<file path="config.mk">
export PLATFORM = sky130hd
export DESIGN_NAME = trace_match_event_logger
export DESIGN_NICKNAME = d
export VERILOG_FILES = /design/src/rtl/trace_match_pkg.sv /design/src/rtl/trace_event_fifo.sv /design/src/rtl/trace_match_event_logger.sv
export SDC_FILE = /design/constraint.sdc
export NUM_CORES = 1
export LEC_CHECK = 0
export BUFFER_PORTS_ARGS = -buffer_cell sky130_fd_sc_hd__buf_2
export CAP_MARGIN = 20
export CELL_PAD_IN_SITES_DETAIL_PLACEMENT = 2
export CELL_PAD_IN_SITES_GLOBAL_PLACEMENT = 2
export CORE_AREA = 2 2 454 456
export DETAILED_ROUTE_END_ITERATION = 7
export DIE_AREA = 0 0 456 458
export PLACE_DENSITY_LB_ADDON = 0.2
export SETUP_SLACK_MARGIN = 0.3
export SYNTH_ARGS = -nofsm -noshare
export SYNTH_HDL_FRONTEND = slang
export SYNTH_SLANG_ARGS = --single-unit
</file>
<file path="constraint.sdc">
create_clock -name trace_clk -period 4.87 [get_ports trace_clk]
set_clock_uncertainty 0.05 [all_clocks]
set_input_delay 0.974 -clock trace_clk [delete_from_list [all_inputs] [get_ports trace_clk]]
set_output_delay 0.974 -clock trace_clk [all_outputs]
set_load 0.05 [all_outputs]
</file>
<file path="src/rtl/trace_match_pkg.sv">
// trace_match_pkg: shared trigger-mode constants and event-entry layout helpers
package trace_match_pkg;
  localparam logic TRIG_PULSE  = 1'b0;
  localparam logic TRIG_TOGGLE = 1'b1;
  localparam int   TS_LSB      = 0;
  function automatic int entry_width(input int rules, input int ts_width);
    return 1 + rules + ts_width;
  endfunction
  function automatic int hits_lsb(input int ts_width);
    return TS_LSB + ts_width;
  endfunction
  function automatic int rollover_bit(input int rules, input int ts_width);
    return TS_LSB + ts_width + rules;
  endfunction
endpackage

</file>
<file path="src/rtl/trace_event_fifo.sv">
// trace_event_fifo: synchronous show-ahead FIFO with count, flush and sticky drop-on-full flag
// Ports: trace_clk/reset clocking; flush empties the FIFO and clears overflow;
// wr_en/din push; accepted marks a push that was stored; rd_en pops the head
// presented on dout; empty/full/count status; overflow sticky drop indicator.
module trace_event_fifo #(
  parameter int pWIDTH = 16,
  parameter int pDEPTH = 16
) (
  input  logic                      trace_clk,
  input  logic                      reset,
  input  logic                      flush,
  input  logic                      wr_en,
  input  logic [pWIDTH-1:0]         din,
  output logic                      accepted,
  input  logic                      rd_en,
  output logic [pWIDTH-1:0]         dout,
  output logic                      empty,
  output logic                      full,
  output logic [$clog2(pDEPTH):0]   count,
  output logic                      overflow
);
  localparam int AW = $clog2(pDEPTH);
  logic [pWIDTH-1:0] mem [pDEPTH];
  logic [AW-1:0] wr_ptr, rd_ptr;
  logic pop;
  assign empty    = count == '0;
  assign full     = count == (AW+1)'(pDEPTH);
  assign pop      = rd_en & ~empty & ~flush;
  // a full FIFO still accepts when the head leaves in the same cycle
  assign accepted = wr_en & ~flush & (~full | rd_en);
  assign dout     = empty ? '0 : mem[rd_ptr];
  always_ff @(posedge trace_clk)
    if (accepted) mem[wr_ptr] <= din;
  always_ff @(posedge trace_clk) begin
    if (reset || flush) begin
      wr_ptr   <= '0;
      rd_ptr   <= '0;
      count    <= '0;
      overflow <= 1'b0;
    end else begin
      if (accepted) wr_ptr <= wr_ptr + AW'(1);
      if (pop) rd_ptr <= rd_ptr + AW'(1);
      count <= count + (AW+1)'(accepted) - (AW+1)'(pop);
      if (wr_en && !accepted) overflow <= 1'b1;
    end
  end
endmodule

</file>
<file path="src/rtl/trace_match_event_logger.sv">
// trace_match_event_logger: multi-rule trace pattern matcher with trigger output and timestamped event FIFO
// Ports: trace_clk/reset clocking; trace_data/trace_valid trace word; pattern_flat,
// mask_flat, pattern_enable rule set; trig_enable/trig_toggle trigger control;
// capture_en logging enable; ts_clear zeroes timestamp and flushes log; trig_out
// trigger; fifo_rd_en/fifo_dout/fifo_empty/fifo_full/fifo_count/fifo_overflow log port.
module trace_match_event_logger
  import trace_match_pkg::*;
#(
  parameter int pDATA_WIDTH = 64,
  parameter int pRULES      = 8,
  parameter int pTS_WIDTH   = 32,
  parameter int pFIFO_DEPTH = 16
) (
  input  logic                              trace_clk,
  input  logic                              reset,
  input  logic [pDATA_WIDTH-1:0]            trace_data,
  input  logic                              trace_valid,
  input  logic [pRULES*pDATA_WIDTH-1:0]     pattern_flat,
  input  logic [pRULES*pDATA_WIDTH-1:0]     mask_flat,
  input  logic [pRULES-1:0]                 pattern_enable,
  input  logic                              trig_enable,
  input  logic                              trig_toggle,
  input  logic                              capture_en,
  input  logic                              ts_clear,
  output logic                              trig_out,
  input  logic                              fifo_rd_en,
  output logic [pRULES+pTS_WIDTH:0]         fifo_dout,
  output logic                              fifo_empty,
  output logic                              fifo_full,
  output logic [$clog2(pFIFO_DEPTH):0]      fifo_count,
  output logic                              fifo_overflow
);
  localparam int EW   = entry_width(pRULES, pTS_WIDTH);
  localparam int HL   = hits_lsb(pTS_WIDTH);
  localparam int RB   = rollover_bit(pRULES, pTS_WIDTH);
  logic [pTS_WIDTH-1:0] ts, ts1, ts2;
  logic [pRULES-1:0] hit_c, hit1, hit2;
  logic roll_pend, pulse, tog, mode, push_ok;
  logic [EW-1:0] entry;
  always_comb begin
    hit_c = '0;
    for (int i = 0; i < pRULES; i++)
      hit_c[i] = trace_valid & pattern_enable[i] &
                 ~|((trace_data ^ pattern_flat[i*pDATA_WIDTH +: pDATA_WIDTH]) &
                    mask_flat[i*pDATA_WIDTH +: pDATA_WIDTH]);
  end
  always_comb begin
    entry = '0;
    entry[TS_LSB +: pTS_WIDTH] = ts2;
    entry[HL +: pRULES] = hit2;
    entry[RB] = roll_pend;
  end
  // the mode is latched on each match so a mode switch only shows on the next match
  assign trig_out = (mode == TRIG_TOGGLE) ? tog : pulse;
  always_ff @(posedge trace_clk) begin
    if (reset) begin
      ts        <= '0;
      ts1       <= '0;
      ts2       <= '0;
      hit1      <= '0;
      hit2      <= '0;
      roll_pend <= 1'b0;
      pulse     <= 1'b0;
      tog       <= 1'b0;
      mode      <= TRIG_PULSE;
    end else begin
      ts        <= ts_clear ? '0 : ts + pTS_WIDTH'(1);
      // a wrap this cycle postdates the entry being pushed, so it must survive the push
      roll_pend <= ts_clear ? 1'b0 : (&ts) ? 1'b1 : push_ok ? 1'b0 : roll_pend;
      hit1      <= hit_c;
      ts1       <= ts;
      hit2      <= hit1;
      ts2       <= ts1;
      pulse     <= |hit1 & trig_enable;
      if (|hit1) mode <= trig_toggle;
      if (|hit1 && trig_enable && trig_toggle == TRIG_TOGGLE) tog <= ~tog;
    end
  end
  trace_event_fifo #(.pWIDTH(EW), .pDEPTH(pFIFO_DEPTH)) u_fifo (
    .trace_clk(trace_clk),
    .reset(reset),
    .flush(ts_clear),
    .wr_en(|hit2 & capture_en),
    .din(entry),
    .accepted(push_ok),
    .rd_en(fifo_rd_en),
    .dout(fifo_dout),
    .empty(fifo_empty),
    .full(fifo_full),
    .count(fifo_count),
    .overflow(fifo_overflow)
  );
endmodule

</file>
==> results of run 1 <==
per-layer routing:
layer	up-vias	wire length (um)	track usage, %
met5	-	422	0
met4	68	20400	14.8
met3	665	24800	8.44
met2	1652	143000	47.2
met1	15200	122000	35.1
li1	11600	-	-
Yosys cell counts (4+ instances only):
cell	number	area share, %
buf_4	6	0.12
a22oi_1	48	0.98
dfxtp_1	134	7.3
a222oi_1	8	0.22
nand4_1	43	0.73
a221oi_1	88	2.1
and4_1	13	0.31
edfxtp_1	656	54
inv_1	13	0.13
clkbuf_1	92	0.94
buf_2	16	0.22
buf_1	16	0.16
xnor2_1	11	0.26
nor2b_1	113	1.9
xor2_1	537	13
nand2_1	23	0.24
nor2_1	60	0.61
o21ai_0	5	0.068
and3_1	8	0.14
nand2b_1	4	0.068
mux4_2	205	13
a22o_1	104	2.5
a21oi_1	11	0.15
or3_1	5	0.085
a2111oi_0	8	0.19
nor3_1	7	0.096
and2_1	4	0.068
ha_1	12	0.41
nor4_1	13	0.22
nand3_1	14	0.19
stage by stage:
step	hold WS [ns]	area, um^2	cells	setup slack, ns	power (mW)
2_1_floorplan	0.364	36700	2290	0.459	8.24
3_3_place_gp	0.368	46300	6093	0.334	9.99
3_5_place_dp	0.377	46300	6096	0.908	9.98
4_1_cts	0.365	49200	6266	0.429	16.8
5_1_grt	0.393	49500	6355	0.391	17.1
6_report	0.362	49800	6472	0.525	16.6
critical path, delay by kind of cell (launching register included):
family                 cells  cell delay, ns
buffers and inverters      3            0.76
flip-flops                 1            0.61
AND/OR/NAND/NOR            1            0.26
multiplexers               2            1.02
state kept, by name (all words and copies together), names as in the netlist, named ones only:
| signal | count |
|---|---|
| u_fifo.rd_ptr | 4 |
| roll_pend | 1 |
| hit1 | 8 |
| hit2 | 8 |
| u_fifo.mem | 656 |
| mode | 1 |
| ts1 | 32 |
| pulse | 1 |
| u_fifo.overflow | 1 |
| ts | 32 |
| u_fifo.count | 5 |
| u_fifo.wr_ptr | 4 |
| ts2 | 32 |
| tog | 1 |
power by group through the flow:
stage	clock network, mW	registers, mW	logic (mW)
2_1_floorplan	0	7.38	0.862
5_1_grt	7.17	7.23	2.66
6_report	6.70	7.23	2.65
3_3_place_gp	0	7.38	2.61
3_5_place_dp	0	7.38	2.60
4_1_cts	6.91	7.23	2.62
worst min path at each step:
stage	to	slack [ns]	cells after the start
2_1_floorplan	ts2[0]$_SDFF_PP0_	0.36	1
3_3_place_gp	ts2[10]$_SDFF_PP0_	0.37	1
3_5_place_dp	ts2[22]$_SDFF_PP0_	0.38	1
4_1_cts	ts2[9]$_SDFF_PP0_	0.37	1
5_1_grt	ts2[9]$_SDFF_PP0_	0.39	1
6_report	ts2[9]$_SDFF_PP0_	0.36	1
cell families (layout without fill, tap and decap cells):
| kind of cell | after synthesis | in the layout |
|---|---|---|
| buf+inv | 146 | 1436 |
| other cells | 0 | 204 |
| flops | 790 | 790 |
| compound gates | 275 | 275 |
| mux | 208 | 208 |
| fa+ha+maj | 13 | 13 |
| xor+xnor | 548 | 548 |
| simple gates | 310 | 310 |
final cells by class:
class                      instances  share of cell area, %
sequential                       790                   45.0
multi-input combinational       1354                   27.7
timing repair buffer            1254                   13.5
tap                             2688                   6.76
clock buffer                     137                   5.25
antenna                          204                   1.03
clock inverter                    32                  0.636
inverter                          13                 0.0980
==> impl_metrics.csv, run 1 <==
group,metric,value,unit
outcome,status,"complete, no violations",
synth,async_flop_share,0,%
power,ir_drop,0.267,mV
critical_path,worstSetupEndpoint,"fifo_dout[1]",
timing,rsz0062_at_grt,"no",
route,drt_pass1_iterations,7,
critical_path,crit_chain,"buf_4, mux4_2, mux4_2, nor2b_1, buf_4, buf_2",
critical_path,critical_path_required,3.85,ns
power,seq_power_share,43.6,%
critical_path,worstSetupEndpointType,"output port",
critical_path,critPathMaxFanout,11,
die,coreArea,204000,um^2
flow_run,cap_violations,0,
synth,synth_adder_area_share,0.464,%
clocking,cts_root_buf,"clkbuf_16",
timing,setup_viol,0,
timing,period_share,89.2,%
power,p_sw_share,28.7,%
cells_and_area,syn_to_final_growth,35.8,%
route,viasPerCell,4.51,
power,leakagePower,17.7,nW
critical_path,r2r_end,"u_fifo.mem[10][39]$_DFFE_PP_",
synth,avgSynthCellArea,16.0,um^2
synth,ys.flop_type,"edfxtp_1",
cells_and_area,nNetsFinal,4621,
global_routing,antenna_found_initial,318,
clocking,cts_resized,0,
route,vias,29200,
timing,relSlewSlack,9.10,%
critical_path,path_class,"reg2out",
die,boundaryPins,1154,
global_routing,grt_max_degree,72,
critical_path,reg2regPathDepth,7,
worst_hold_path,hp-class,"reg2reg",
worst_hold_path,hp-start,"ts1[9]$_SDFF_PP0_",
die,dieArea,209000,um^2
synth,netlist-cell-type-count,41,
clocking,htree_levels,3,
die,start_util,18.0,%
place,portBuffers,1153,
cells_and_area,drive_gt1_share,45.0,%
clocking,clk_latency,0.68,ns
critical_path,r2r_slack,1.69,ns
synth,synth_mux_area_share,12.7,%
route,wl_per_cell,48.1,um
synth,synth_top_family_by_area,"XOR/XNOR gates",
clocking,clockBufferDepth,3,
cells_and_area,fin_util,24.4,%
critical_path,cpMaxStageDelayCell,"dfxtp_4",
clocking,post_cts.repair.setup_buffers,1,
synth,yosys_warnings,0,
synth,synth_xor_area_share,13.1,%
die,die_width,456,um
critical_path,startpoint_type,"register",
die,rows,166,
cells_and_area,multi_input_area,13800,um^2
global_routing,grt_use_total,29.1,%
route,finalWirelength,311000,um
power,switchingPower,4.77,mW
cells_and_area,seq_area,22400,um^2
die,dieHeight,458,um
synth,synth_edf_count,656,
critical_path,slowest_delay,0.61,ns
power,combPwrFrac,16.0,%
cells_and_area,mostFrequentLayoutCells,"1153 x buf_2, 656 x edfxtp_1, 537 x xor2_1, 205 x mux4_2, 130 x dfxtp_1",
cells_and_area,final_common_cell,"buf_2",
synth,ys_ff_latch,790,
critical_path,arrival,3.32,ns
global_routing,grt_pass1_vias,30000,
synth,synth-simple-area-share,4.78,%
clocking,clk_pin_slew_worst_paths,0.06,ns
cells_and_area,fillers,22100,
power,p_int,11.8,mW
timing,worst_slew_pin_slew,1.36,ns
synth,syn-num-nets,3407,
clocking,hold_buffers,0,
route,drc,0,
timing,max_clock_freq,230,MHz
timing,fin_crit,4.34,ns
power,p_per_area,333,nW/um^2
global_routing,grt_overflow,0,
clocking,cts_made_buffers,91,
synth,synth_compound_area_share,6.26,%
critical_path,crit-reg2reg-launch,"hit2[3]$_SDFF_PP0_",
power,clkPwrFrac,40.4,%
synth,yosysSeqAreaShare,61.1,%
clocking,cts_tree,"done",
timing,slew_violations,0,
place,place_hpwl,262000,um
place,gp_congestion,1.03,
timing,tns,0,ns
synth,syn_inst,2290,
synth,synth_area,36700,um^2
global_routing,grt_pass1_wl,379000,um
route,dr.first_iter.drc_count,2768,
route,antenna_left,0,
timing,final_hold_viol_count,0,
clocking,cts_sinks,790,
No activity file was read; power rests on OpenSTA's default activity.
==> run 2, diff against run 1 <==
- GPL_TIMING_DRIVEN: unset -> 0
==> impl_metrics.csv, run 2 (synthesis gave the netlist of run 1 again) <==
group,metric,value,unit
clocking,cts_tree,"done",
die,rows,166,
route,viasPerCell,4.52,
route,antenna_left,0,
timing,max_clock_freq,226,MHz
cells_and_area,mostFrequentLayoutCells,"1107 x buf_2, 656 x edfxtp_1, 537 x xor2_1, 205 x mux4_2, 134 x dfxtp_1",
timing,setup_viol,0,
timing,final_hold_viol_count,0,
timing,relSlewSlack,1.96,%
power,combPwrFrac,16.4,%
place,portBuffers,1089,
clocking,clk_latency,0.66,ns
place,dp_cells,6164,
cells_and_area,fin_cells,6571,
cells_and_area,drive_gt1_share,44.4,%
global_routing,grt_overflow,0,
critical_path,worstSetupEndpointType,"output port",
timing,fin_ws,0.446,ns
clocking,cts_sinks,790,
power,p_per_area,329,nW/um^2
cells_and_area,final_common_cell,"buf_2",
clocking,clockBufferDepth,3,
power,p_int,12.1,mW
timing,fin_crit,4.42,ns
power,leakagePower,18.2,nW
timing,slew_violations,0,
die,die_width,456,um
outcome,status,"complete, no violations",
die,dieHeight,458,um
die,coreArea,204000,um^2
clocking,htree_levels,3,
clocking,cts_root_buf,"clkbuf_16",
timing,worst_slew_pin_slew,1.47,ns
global_routing,antenna_found_initial,355,
timing,period_share,90.8,%
route,drc,0,
route,vias,29700,
global_routing,grt_use_total,29.5,%
clocking,clk_pin_slew_worst_paths,0.06,ns
critical_path,critical_path_required,3.85,ns
cells_and_area,fillers,22100,
power,ir_drop,0.272,mV
power,seq_power_share,43.0,%
critical_path,startpoint_type,"register",
clocking,cts_made_buffers,90,
place,gp_congestion,1.02,
flow_run,cap_violations,0,
cells_and_area,syn_to_final_growth,39.4,%
route,wl_per_cell,48.2,um
timing,tns,0,ns
die,boundaryPins,1154,
timing,rsz0062_at_grt,"yes",
place,placed_area,47400,um^2
die,start_util,18.0,%
cells_and_area,largest-register,"u_fifo.mem",
die,dieArea,209000,um^2
power,clkPwrFrac,40.6,%
place,place_hpwl,274000,um
route,finalWirelength,317000,um
route,drt_pass1_iterations,5,
global_routing,grt_pass1_vias,30300,
power,switchingPower,4.73,mW
timing,hold_slack,0.387,ns
worst_hold_path,hp-class,"reg2reg",
critical_path,arrival,3.40,ns
clocking,hold_buffers,0,
global_routing,grt_max_degree,19,
cells_and_area,final_area,51100,um^2
critical_path,critPathMaxFanout,10,
cells_and_area,nNetsFinal,4691,
power,p_sw_share,28.1,%
critical_path,path_class,"reg2out",
place,place_ws,0.00963,ns
route,dr.first_iter.drc_count,3136,
cells_and_area,largest_reg_flops,656,
global_routing,grt_pass1_wl,383000,um
run 2: cell count changes in the layout (fill, tap and decap cells not counted), sizes merged:
cell           before   now
diode             204   235
clkinvlp            3     1
clkbuf            137   214
clkdlybuf4s15       0     2
clkinv             25    34
buf              1254  1229
bufinv              1     9
inv                16    15
run 2: path summary, 6_finish.rpt:
path	start	to	cells after the start	slack [ns]
worst min register to register	ts1[2]$_SDFF_PP0_	ts2[2]$_SDFF_PP0_	1	0.39
worst max-delay path	register	fifo_dout[1]	6	0.45
worst min-delay path	ts1[2]$_SDFF_PP0_	ts2[2]$_SDFF_PP0_	1	0.39
worst max register to register	hit2[3]$_SDFF_PP0_	u_fifo.mem[14][12]$_DFFE_PP_	8	0.62
run 2: repair_timing:
item                       4_1_cts  5_1_grt
setup endpoints to repair       41       18
setup buffers                    0        0
gates resized for setup         13        7
run 2: area by class of cell:
type | count | area, um^2 | area share, %
Antenna cell | 235 | 588 | 1.15
Buffer | 133 | 631 | 1.23
Clock buffer | 120 | 2470 | 4.83
Clock inverter | 46 | 483 | 0.946
Inverter | 13 | 48.8 | 0.0955
Multi-Input combinational cell | 1354 | 13800 | 27.0
Sequential cell | 790 | 22400 | 43.8
Tap cell | 2688 | 3360 | 6.58
Timing Repair Buffer | 1192 | 7300 | 14.3
run 2: layer usage:
layer,vias up,track usage [%],part of all wire [%]
met3,728,8.51,7.9
met2,1727,47.3,45
met1,15300,35.9,40
met4,82,15.5,6.6
li1,11800,-,-
met5,-,0,0.17
run 2: power by group through the flow:
| stage | combinational (mW) | clock, mW | sequential [mW] |
|---|---|---|---|
| finish | 2.76 | 6.83 | 7.23 |
| global route | 2.77 | 7.26 | 7.22 |
| CTS | 2.72 | 7.02 | 7.23 |
| detailed placement | 2.71 | 0 | 7.37 |
| global placement | 2.62 | 0 | 7.37 |
| floorplan | 0.862 | 0 | 7.38 |
run 2: critical path: stages, from the launching register on:
cell and delay [ns]:
dfxtp_1 0.32, buf_2 0.34, clkbuf_1 0.71, mux4_2 0.40, mux4_2 0.57, nor2b_1 0.16
buf_2 0.23
run 2: metrics by stage:
stage	total power, mW	util, %
after floorplan	8.24	-
after global placement	9.99	22.3
after detailed placement	10.1	23.3
after CTS	17.0	24.7
after global routing	17.3	24.9
final	16.8	25.1
==> run 3, diff against run 2 <==
==> constraint.sdc (replaced) <==
create_clock -name trace_clk -period 4.87 [get_ports trace_clk]
set_clock_uncertainty 0.05 [all_clocks]
set_input_delay 0.2435 -clock trace_clk [delete_from_list [all_inputs] [get_ports trace_clk]]
set_output_delay 0.2435 -clock trace_clk [all_outputs]
set_load 0.05 [all_outputs]
==> impl_metrics.csv, run 3 (synthesis gave the netlist of run 1 again) <==
group,metric,value,unit
route,wl_per_cell,47.9,um
clocking,cts_sinks,790,
power,ir_drop,0.272,mV
timing,setup_viol,0,
place,place_hpwl,274000,um
timing,worst_slew_pin_slew,1.41,ns
power,leakagePower,18.3,nW
critical_path,crit-reg2reg-launch,"hit2[3]$_SDFF_PP0_",
timing,period_share,86.9,%
timing,slew_violations,0,
critical_path,worstSetupEndpointType,"register",
timing,final_hold_viol_count,0,
route,drc,0,
timing,tns,0,ns
clocking,cts_made_buffers,90,
critical_path,cp_common_cell,"buf_12",
cells_and_area,fin_util,25.2,%
clocking,clockBufferDepth,3,
cells_and_area,largest_reg_flops,656,
critical_path,crit_chain,"nor4_1, a21boi_0, and2_1, clkbuf_1, nand2_1, nor2_4, buf_12, buf_12",
global_routing,antenna_found_initial,352,
power,switchingPower,4.73,mW
clocking,hold_buffers,31,
cells_and_area,fin_cells,6605,
die,dieArea,209000,um^2
route,drt_pass1_iterations,6,
clocking,cts_tree,"done",
clocking,cts_root_buf,"clkbuf_16",
worst_hold_path,hp-start,"mask_flat[179]",
timing,max_clock_freq,236,MHz
cells_and_area,final_common_cell,"buf_2",
critical_path,critPathMaxFanout,17,
worst_hold_path,hp-class,"in2reg",
clocking,htree_levels,3,
power,clkPwrFrac,40.5,%
power,seq_power_share,42.9,%
cells_and_area,nNetsFinal,4720,
place,portBuffers,1089,
die,die_width,456,um
cells_and_area,syn_to_final_growth,40.1,%
die,rows,166,
global_routing,grt_pass1_wl,384000,um
critical_path,slowest_delay,0.80,ns
place,gp_congestion,1.02,
critical_path,cp.buffers_inverters,3,
global_routing,grt_max_degree,19,
route,finalWirelength,316000,um
critical_path,arrival,4.52,ns
clocking,clk_latency,0.66,ns
cells_and_area,fillers,22100,
timing,rsz0062_at_grt,"no",
place,dp_cells,6164,
cells_and_area,largest-register,"u_fifo.mem",
die,coreArea,204000,um^2
timing,relSlewSlack,5.90,%
clocking,cts_resized,0,
critical_path,cpMaxStageDelayCell,"a21boi_0",
die,start_util,18.0,%
place,placed_area,47400,um^2
route,vias,29700,
route,dr.first_iter.drc_count,2962,
critical_path,crit_path_start,"hit2[3]$_SDFF_PP0_",
critical_path,path_class,"reg2reg",
clocking,clk_pin_slew_worst_paths,0.06,ns
global_routing,grt_use_total,29.5,%
outcome,status,"complete, no violations",
power,combPwrFrac,16.5,%
critical_path,startpoint_type,"register",
cells_and_area,final_area,51300,um^2
power,p_int,12.1,mW
die,boundaryPins,1154,
flow_run,cap_violations,0,
cells_and_area,drive_gt1_share,43.6,%
clocking,post_cts.repair.setup_buffers,0,
critical_path,critical_path_required,5.16,ns
power,p_sw_share,28.1,%
global_routing,grt_pass1_vias,30400,
global_routing,grt_overflow,0,
cells_and_area,mostFrequentLayoutCells,"1107 x buf_2, 656 x edfxtp_1, 537 x xor2_1, 205 x mux4_2, 134 x dfxtp_1",
power,p_per_area,328,nW/um^2
timing,fin_crit,4.23,ns
die,dieHeight,458,um
critical_path,cp_top_family,"simple AND/OR/NAND/NOR gates",
route,antenna_left,0,
route,viasPerCell,4.49,
==> run 3: worst paths after layout <==
path	end	cells after the start	slack (ns)
max reg2reg	u_fifo.mem[14][14]$_DFFE_PP_	8	0.64
min reg2reg	ts2[4]$_SDFF_PP0_	1	0.39
max	u_fifo.mem[14][14]$_DFFE_PP_	8	0.64
min	hit1[2]$_SDFF_PP0_	4	0.05
==> run 3: cell type report <==
type / instances / area [um^2] / share of cell area, %
timing repair buffer: 1221 / 7590 / 14.8
clock inverter: 46 / 483 / 0.941
inverter: 13 / 48.8 / 0.0950
tap: 2688 / 3360 / 6.55
buffer: 133 / 602 / 1.17
clock buffer: 120 / 2470 / 4.81
antenna: 240 / 601 / 1.17
sequential: 790 / 22400 / 43.6
multi-input combinational: 1354 / 13800 / 26.9
==> run 3: power by group through the flow <==
| stage | sequential [mW] | combinational, mW | clock (mW) |
|---|---|---|---|
| final | 7.23 | 2.79 | 6.82 |
| after CTS | 7.23 | 2.75 | 7.02 |
| after detailed placement | 7.37 | 2.71 | 0 |
| after global placement | 7.37 | 2.62 | 0 |
| after floorplan | 7.38 | 0.862 | 0 |
| after global routing | 7.22 | 2.79 | 7.26 |
==> run 3: layer usage <==
layer | GRT usage, % | up-vias | wire length, um
met5 | 0 | - | 569
met4 | 16.4 | 90 | 21700
met3 | 8.22 | 718 | 24800
li1 | - | 11900 | -
met1 | 36.0 | 15300 | 126000
met2 | 46.9 | 1638 | 143000
==> run 3: worst reg2reg max path, cell delays in order, from the launching register on <==
cell,delay (ns)
dfxtp_1,0.77
nor4_1,0.11
a21boi_0,0.80
and2_1,0.23
clkbuf_1,0.36
nand2_1,0.38
nor2_4,0.70
buf_12,0.27
buf_12,0.20
==> run 3: stage by stage <==
step           worst slack (ns)  hold slack, ns  power [mW]
3_3_place_gp              -3.29           0.371        9.99
2_1_floorplan             0.459           0.307        8.24
6_report                  0.636          0.0478        16.8
5_1_grt                   0.310          0.0263        17.3
4_1_cts                   0.405         0.00749        17.0
3_5_place_dp              0.441           0.378        10.1
